**src/rtl/cache_init_ctrl.sv**
```systemverilog
// Line-walk sequencer: invalidates every line after reset, then re-walks in flush mode on request.
// One entry per cycle; stalls while any bank holds cmd_ready low. Way walking: CACHE_INIT_WAY_WALK_EN.
module cache_init_ctrl #(
   parameter int CACHE_SIZE = 16384,
   parameter int LINE_SIZE  = 64,
   parameter int NUM_BANKS  = 1,
   parameter int NUM_WAYS   = 1,
   localparam int LINES     = CACHE_SIZE / (LINE_SIZE * NUM_BANKS * NUM_WAYS),
   localparam int LSB       = (LINES > 1) ? $clog2(LINES) : 1
) (
   input  logic                 clk,
   input  logic                 reset,
   input  logic                 flush_req_valid,
   output logic                 flush_req_ready,
   output logic                 flush_rsp_valid,
   input  logic                 flush_rsp_ready,
   output logic                 cmd_valid,
   input  logic [NUM_BANKS-1:0] cmd_ready,
   output logic [LSB-1:0]       cmd_addr,
   output logic [NUM_WAYS-1:0]  cmd_way,
   output logic                 cmd_flush,
   output logic                 init_done,
   output logic                 busy
);

   typedef enum logic [1:0] {ST_INIT, ST_IDLE, ST_FLUSH, ST_RESP} state_t;

   localparam logic [LSB-1:0] LAST_LINE = LSB'(LINES - 1);
   localparam logic [LSB-1:0] LINE_ONE  = LSB'(1);

   state_t         state_q, state_d;
   logic [LSB-1:0] line_q, line_d;
   logic           init_done_q, init_done_d;
   logic           sweep_active;
   logic           fire;
   logic           line_step;
   logic           sweep_last;
   logic           ctr_clr;

   // Outputs decode straight from registered state, so cmd_ready never reaches cmd_valid.
   assign sweep_active = (state_q == ST_INIT) || (state_q == ST_FLUSH);
   assign fire         = sweep_active && (&cmd_ready);
   assign cmd_valid    = sweep_active;
   assign busy         = sweep_active;
   assign cmd_flush    = (state_q == ST_FLUSH);
   assign cmd_addr     = line_q;
   assign init_done    = init_done_q;

`ifdef CACHE_INIT_WAY_WALK_EN
   localparam int             WSB      = (NUM_WAYS > 1) ? $clog2(NUM_WAYS) : 1;
   localparam logic [WSB-1:0] LAST_WAY = WSB'(NUM_WAYS - 1);
   localparam logic [WSB-1:0] WAY_ONE  = WSB'(1);

   logic [WSB-1:0] way_q, way_d;

   assign line_step = (way_q == LAST_WAY);
   assign cmd_way   = NUM_WAYS'(1) << way_q;

   always_comb begin
      way_d = way_q;
      if (ctr_clr) begin
         way_d = '0;
      end else if (fire) begin
         way_d = line_step ? '0 : way_q + WAY_ONE;
      end
   end

   always_ff @(posedge clk) begin
      if (reset) begin
         way_q <= '0;
      end else begin
         way_q <= way_d;
      end
   end
`else
   assign line_step = 1'b1;
   assign cmd_way   = '1;
`endif

   assign sweep_last = (line_q == LAST_LINE) && line_step;

   always_comb begin
      state_d         = state_q;
      init_done_d     = init_done_q;
      ctr_clr         = 1'b0;
      flush_req_ready = 1'b0;
      flush_rsp_valid = 1'b0;
      case (state_q)
         ST_INIT: begin
            if (fire && sweep_last) begin
               state_d     = ST_IDLE;
               init_done_d = 1'b1;
            end
         end
         ST_IDLE: begin
            flush_req_ready = 1'b1;
            if (flush_req_valid) begin
               state_d = ST_FLUSH;
               ctr_clr = 1'b1;
            end
         end
         ST_FLUSH: begin
            if (fire && sweep_last) begin
               state_d = ST_RESP;
            end
         end
         ST_RESP: begin
            flush_rsp_valid = 1'b1;
            if (flush_rsp_ready) begin
               state_d = ST_IDLE;
            end
         end
         default: state_d = ST_INIT;
      endcase
   end

   // Line counter wraps only at the end of a sweep, leaving it at 0 for the next one.
   always_comb begin
      line_d = line_q;
      if (ctr_clr) begin
         line_d = '0;
      end else if (fire) begin
         if (sweep_last) begin
            line_d = '0;
         end else if (line_step) begin
            line_d = line_q + LINE_ONE;
         end
      end
   end

   always_ff @(posedge clk) begin
      if (reset) begin
         state_q     <= ST_INIT;
         line_q      <= '0;
         init_done_q <= 1'b0;
      end else begin
         state_q     <= state_d;
         line_q      <= line_d;
         init_done_q <= init_done_d;
      end
   end

endmodule

```
**config.mk**
```make
export PLATFORM = sky130hd
export DESIGN_NAME = cache_init_ctrl
export DESIGN_NICKNAME = d
export VERILOG_FILES = /design/src/rtl/cache_init_ctrl.sv
export SDC_FILE = /design/constraint.sdc
export NUM_CORES = 1
export LEC_CHECK = 0
export ABC_AREA = 1
export BUFFER_PORTS_ARGS = -buffer_cell sky130_fd_sc_hd__buf_2
export CORE_AREA = 8 8 45 47
export CTS_BUF_LIST = sky130_fd_sc_hd__clkbuf_8
export CTS_CLUSTER_DIAMETER = 150
export CTS_CLUSTER_SIZE = 14
export DETAILED_ROUTE_END_ITERATION = 10
export DIE_AREA = 0 0 53 55
export GPL_TIMING_DRIVEN = 0
export HOLD_SLACK_MARGIN = 0.08
export PLACE_DENSITY_LB_ADDON = 0.1
export SYNTH_ARGS = -nofsm -noshare
export SYNTH_HDL_FRONTEND = slang
export SYNTH_SLANG_ARGS = --single-unit
```
**constraint.sdc**
```tcl
create_clock -name clk -period 2.5 [get_ports clk]
set_clock_uncertainty 0.15 [all_clocks]
set_input_delay 0.25 -clock clk [delete_from_list [all_inputs] [get_ports clk]]
set_output_delay 0.25 -clock clk [all_outputs]
set_load 0.02 [all_outputs]
```
==> flow_metrics.py, run 1 <==
metrics = {
    "placed_design": {
        "dpl.cell_count": 131,
        "gp_congestion": 0.764,
        "numPortBuffers": 18,
        "dpl_worst_slack_ps": 845,
        "dp_hpwl_mm": 1.12,
    },
    "clocking": {
        "post_cts_buffers": 0,
        "cts_buffer_depth": 2,
        "cts.reportedPaths.clkPinSlew_ps": 50,
        "root_buffer": "clkbuf_8",
        "tritoncts": "yes",
        "numCtsBuffers": 3,
        "cts.htree.levels": 1,
        "holdBufCountCts": 1,
        "worstSkewPairLatency_ps": 230,
        "cts_resized": 0,
        "cts_sinks": 11,
    },
    "route": {
        "dr.pass1.iters": 4,
        "drtAntennaViolNets": 0,
        "num_vias": 657,
        "wl_per_cell_um": 10.2,
        "vias_per_cell": 4.83,
        "wirelength_mm": 1.39,
        "dr.first_iter.drc_count": 9,
        "drc": 0,
    },
    "worst_setup_path": {
        "worstPathRequired_ps": 2100,
        "critPathLaunchType": "flop",
        "end_kind": "primary output",
        "crit_fanout": 4,
        "r2r_slack_ps": 850,
        "r2r-end": "cmd_addr[3]",
        "timing.rr.start": "state_q[1]",
        "cp-endpoint": "cmd_valid",
        "r2r_cells": 5,
        "path_class": "flop to primary output",
        "startpoint": "state_q[0]",
        "arrival_ps": 1420,
    },
    "power_and_ir_drop": {
        "clockPowerShare": 0.238,
        "total_leakage_power_nw": 0.399,
        "pwr-share-seq": 0.301,
        "switching_share": 0.410,
        "p_comb_frac": 0.461,
        "power.density_mw_per_mm2": 843,
        "net-switching-power_mw": 0.303,
        "ir_drop_uv": 566,
        "p_int_mw": 0.435,
    },
    "floorplan": {
        "num_io_pins": 20,
        "dieArea_mm2": 0.00292,
        "num_rows": 14,
        "die_h_um": 55,
        "die_w_um": 53,
        "start_util": 0.513,
        "coreArea_mm2": 0.00138,
    },
    "global_routing": {
        "antenna_found_initial": 0,
        "grt_max_degree": 11,
        "overflow": 0,
        "first_global_vias": 582,
        "grt_pass1_wl_mm": 2.35,
        "grt_usage": 0.106,
    },
    "yosys": {
        "synth_warnings": 0,
        "synth.distinct_cells": 24,
        "yosysSeqAreaShare": 0.310,
        "avgSynthCellArea_um2": 7.31,
        "synth_area_um2": 709,
        "syn_nets": 107,
        "ys_ff_latch": 11,
        "netlist_instances": 97,
    },
    "final_layout": {
        "instances_no_fill": 136,
        "layout-drive-gt1-share": 0.325,
        "syn2layout_area_growth_pct": 23.3,
        "n_antenna_cell": 0,
        "fin_util": 0.632,
        "n_fill_cell": 128,
        "fin_nets": 131,
    },
    "timing": {
        "fin_crit_ps": 1820,
        "setup_ws_ps": 678,
        "hold_ws_ps": 273,
        "drv_slew": 0,
        "setup_tns_ps": 0,
        "rsz0062_at_grt": "false",
        "hold_viol": 0,
        "finalCritPeriodShare": 0.729,
        "setup_viol": 0,
        "fmax_mhz": 549,
    },
    "min_path": {
        "min_from": "flush_req_valid",
        "hp-class": "input port to flop",
    },
    "status": {
        "status": "finished clean",
    },
    "job": {
        "cap_violations": 0,
    },
}
## cells by family after synthesis
kind of cell,synth area share
fa+ha+maj,0.0882
compound gates,0.111
other cells,0.00529
simple gates,0.349
buf+inv,0.136
flops,0.310
## stage by stage
stage | power [mW] | area [µm²]
global placement | 0.565 | 820
detailed placement | 0.570 | 820
floorplan | 0.491 | 709
finish | 0.737 | 875
CTS | 0.747 | 875
global route | 0.789 | 875
## cell usage after synthesis (all sizes together)
| cell | number | area [µm²] |
|---|---|---|
| conb | 1 | 3.75 |
| nor2 | 15 | 88.8 |
| dfxtp | 11 | 220 |
| o21bai | 2 | 22.5 |
| buf | 3 | 26.3 |
| nor3 | 1 | 5.00 |
| inv | 18 | 70.1 |
| a21oi | 8 | 40.0 |
| nand4 | 2 | 12.5 |
| ha | 5 | 62.6 |
| o22ai | 1 | 6.26 |
| nand2 | 21 | 88.8 |
| nand3 | 7 | 52.6 |
| o21ai | 2 | 10.0 |
## final cells by class
cell class / count / area (µm²) / share of cell area
buffer: 3 / 26.3 / 0.0300
clock buffer: 3 / 41.3 / 0.0472
clock inverter: 1 / 3.75 / 0.00429
inverter: 18 / 70.1 / 0.0801
multi-input combinational: 65 / 393 / 0.449
sequential: 11 / 220 / 0.252
tap: 16 / 20.0 / 0.0229
timing repair buffer: 19 / 100 / 0.114
## metal layers
metal  GRT usage  share of wire  up-vias
li1            -              -      348
met4      0.0517         0.0094        0
met3      0.0321          0.043        2
met5           0              0        -
met1       0.114           0.44      299
met2       0.186           0.50        8
## worst min-delay path by stage
stage                       end  slack, ps  cells past startpoint
detailed placement    init_done        290                      2
global route        cmd_addr[4]        300                      4
global placement      init_done        280                      2
CTS                 cmd_addr[4]        270                      4
finish              cmd_addr[4]        270                      4
floorplan             init_done        170                      1
## sequential cells by signal (all words and copies together) (netlist names)
name       cells
cmd_addr       8
init_done      1
state_q        2
## power groups by stage
| stage | clock network, mW | logic, mW | registers, mW |
|---|---|---|---|
| after floorplan | 0 | 0.257 | 0.235 |
| after global placement | 0 | 0.340 | 0.225 |
| after detailed placement | 0 | 0.344 | 0.226 |
| after CTS | 0.179 | 0.346 | 0.222 |
| after global routing | 0.190 | 0.373 | 0.226 |
| final | 0.176 | 0.340 | 0.222 |
## placed cells by master (no fill, tap or decap)
master,n
nor2_1,8
nand4_1,2
nand3_1,5
inv_2,1
dfxtp_1,11
conb_1,1
ha_1,5
nor2_4,3
o21bai_2,2
o21ai_1,1
nand3_2,1
dlygate4sd3_1,1
nand2_2,1
buf_6,1
nand2_1,19
buf_2,18
nor2_2,4
o21ai_0,1
o22ai_1,1
nor3_1,1
clkbuf_8,3
a21oi_1,8
buf_4,2
inv_4,1
inv_1,17
nand2_4,1
nand3_4,1
## worst max-delay path: stages (launching register included)
cell and delay (ps):
dfxtp_1 380, inv_1 80, ha_1 210, nor2_2 140, inv_1 100, buf_4 140, buf_2 150
Note: power is estimated with default switching activity, not from simulation.
==> run 2, diff against run 1 <==
--- a/config.mk
+++ b/config.mk
@@ -7,12 +7,12 @@
 export LEC_CHECK = 0
 export ABC_AREA = 1
 export BUFFER_PORTS_ARGS = -buffer_cell sky130_fd_sc_hd__buf_2
-export CORE_AREA = 8 8 45 47
+export CORE_MARGIN = 8
+export CORE_UTILIZATION = 47
 export CTS_BUF_LIST = sky130_fd_sc_hd__clkbuf_8
 export CTS_CLUSTER_DIAMETER = 150
 export CTS_CLUSTER_SIZE = 14
 export DETAILED_ROUTE_END_ITERATION = 10
-export DIE_AREA = 0 0 53 55
 export GPL_TIMING_DRIVEN = 0
 export HOLD_SLACK_MARGIN = 0.08
 export PLACE_DENSITY_LB_ADDON = 0.1
==> constraint.sdc (replaced) <==
create_clock -name clk -period 1.66 [get_ports clk]
set_clock_uncertainty 0.15 [all_clocks]
set_input_delay 0.166 -clock clk [delete_from_list [all_inputs] [get_ports clk]]
set_output_delay 0.166 -clock clk [all_outputs]
set_load 0.02 [all_outputs]
==> flow_metrics.py, run 2 (synthesis results as in run 1) <==
metrics = {
    "status": {
        "status": "finished clean",
    },
    "clocking": {
        "worstSkewPairLatency_ps": 240,
        "cts_buffer_depth": 2,
        "numCtsBuffers": 3,
        "cts.htree.levels": 1,
        "tritoncts": "yes",
        "cts_sinks": 11,
        "cts.reportedPaths.clkPinSlew_ps": 50,
        "root_buffer": "clkbuf_8",
    },
    "route": {
        "num_vias": 665,
        "drtAntennaViolNets": 0,
        "wl_per_cell_um": 10.9,
        "wirelength_mm": 1.53,
        "drc": 0,
        "vias_per_cell": 4.72,
        "dr.first_iter.drc_count": 9,
        "dr.pass1.iters": 4,
    },
    "global_routing": {
        "grt_usage": 0.109,
        "grt_max_degree": 11,
        "first_global_vias": 600,
        "antenna_found_initial": 0,
        "grt_pass1_wl_mm": 2.41,
        "overflow": 0,
    },
    "worst_setup_path": {
        "timing.rr.start": "state_q[0]",
        "arrival_ps": 1290,
        "worstPathRequired_ps": 1340,
        "r2r-end": "state_q[0]",
        "end_kind": "primary output",
        "r2r_cells": 11,
        "crit_fanout": 4,
        "r2r_slack_ps": 90,
        "critPathLaunchType": "flop",
        "path_class": "flop to primary output",
    },
    "min_path": {
        "hold_path_depth": 4,
        "holdPathEnd": "cmd_addr[4]",
        "min_from": "flush_req_valid",
        "hp-class": "input port to flop",
    },
    "floorplan": {
        "die_h_um": 54.9,
        "dieArea_mm2": 0.00301,
        "num_io_pins": 20,
        "coreArea_mm2": 0.00145,
        "num_rows": 14,
        "die_w_um": 54.9,
        "start_util": 0.488,
    },
    "timing": {
        "fmax_mhz": 621,
        "setup_viol": 0,
        "hold_ws_ps": 113,
        "drv_slew": 0,
        "fin_crit_ps": 1610,
        "hold_viol": 0,
        "finalCritPeriodShare": 0.970,
    },
    "final_layout": {
        "n_antenna_cell": 0,
        "final_cell_area_um2": 937,
        "largest_reg_flops": 8,
        "most-common-layout-cells": "19 x nand2_1, 19 x buf_2, 14 x inv_1",
        "syn2layout_area_growth_pct": 32.1,
        "instances_no_fill": 141,
        "fin_util": 0.645,
        "fin_nets": 136,
        "layout-drive-gt1-share": 0.432,
    },
    "placed_design": {
        "placed_area_um2": 820,
        "gp_congestion": 0.779,
        "dp_hpwl_mm": 1.12,
        "dpl.cell_count": 131,
        "numPortBuffers": 18,
    },
    "power_and_ir_drop": {
        "power.density_mw_per_mm2": 1320,
        "ir_drop_uv": 881,
        "power_mw": 1.24,
        "total_leakage_power_nw": 0.424,
    },
    "job": {
        "cap_violations": 0,
    },
}
run 2: cell count changes in the layout (fill, tap and decap cells not counted), sizes merged:
cell,delta
buf,+5
run 2: critical path: stages, from the launching register on:
cell and delay, ps:
dfxtp_4 360, inv_2 40, ha_2 180, nor2_2 130, inv_2 70, buf_4 120, buf_2 150
run 2: where the power goes:
group          switching (mW)  leakage, nW  internal (mW)
combinational           0.361        0.306          0.267
sequential             0.0400       0.0904          0.307
clock                   0.101       0.0269          0.162
total                   0.502        0.424          0.737
run 2: worst max path at each step:
| stage | to | depth (start not counted) | from | slack (ps) |
|---|---|---|---|---|
| floorplan | state_q[0] | 9 | state_q[0] | 80 |
| global placement | cmd_addr[3] | 5 | state_q[1] | 40 |
| detailed placement | cmd_addr[3] | 5 | state_q[1] | -4 |
| CTS | cmd_valid | 6 | state_q[1] | 30 |
| global route | state_q[0] | 11 | state_q[0] | -7 |
| finish | cmd_valid | 6 | state_q[0] | 50 |
run 2: per-layer routing:
metal | vias to the layer above | global-route usage | share of wire
met4 | 0 | 0.0246 | 0.0085
met2 | 11 | 0.194 | 0.54
met5 | - | 0 | 0
li1 | 355 | - | -
met3 | 2 | 0.0489 | 0.058
met1 | 297 | 0.114 | 0.39
run 2: what timing repair did:
action                                  4_1_cts  5_1_grt
cloned                                        0        1
hold endpoints to repair                      3        0
pin swaps                                     1        2
endpoints found under the setup margin        3        8
hold buffers                                  1        0
setup buffers                                 1        3
resized for setup                             4        8
run 2: cell type report:
class / count / area [µm²]
fill: 142 / 517
multi-input combinational: 65 / 415
clock inverter: 1 / 3.75
sequential: 11 / 225
buffer: 3 / 26.3
tap: 16 / 20.0
timing repair buffer: 24 / 135
clock buffer: 3 / 41.3
inverter: 18 / 70.1
run 2: per-stage QoR:
| stage | setup TNS [ps] | setup WS [ps] |
|---|---|---|
| final | 0 | 50.5 |
| after global routing | -13.0 | -7.41 |
| after floorplan | 0 | 77.8 |
| after global placement | 0 | 39.8 |
| after CTS | 0 | 26.6 |
| after detailed placement | -8.37 | -4.40 |
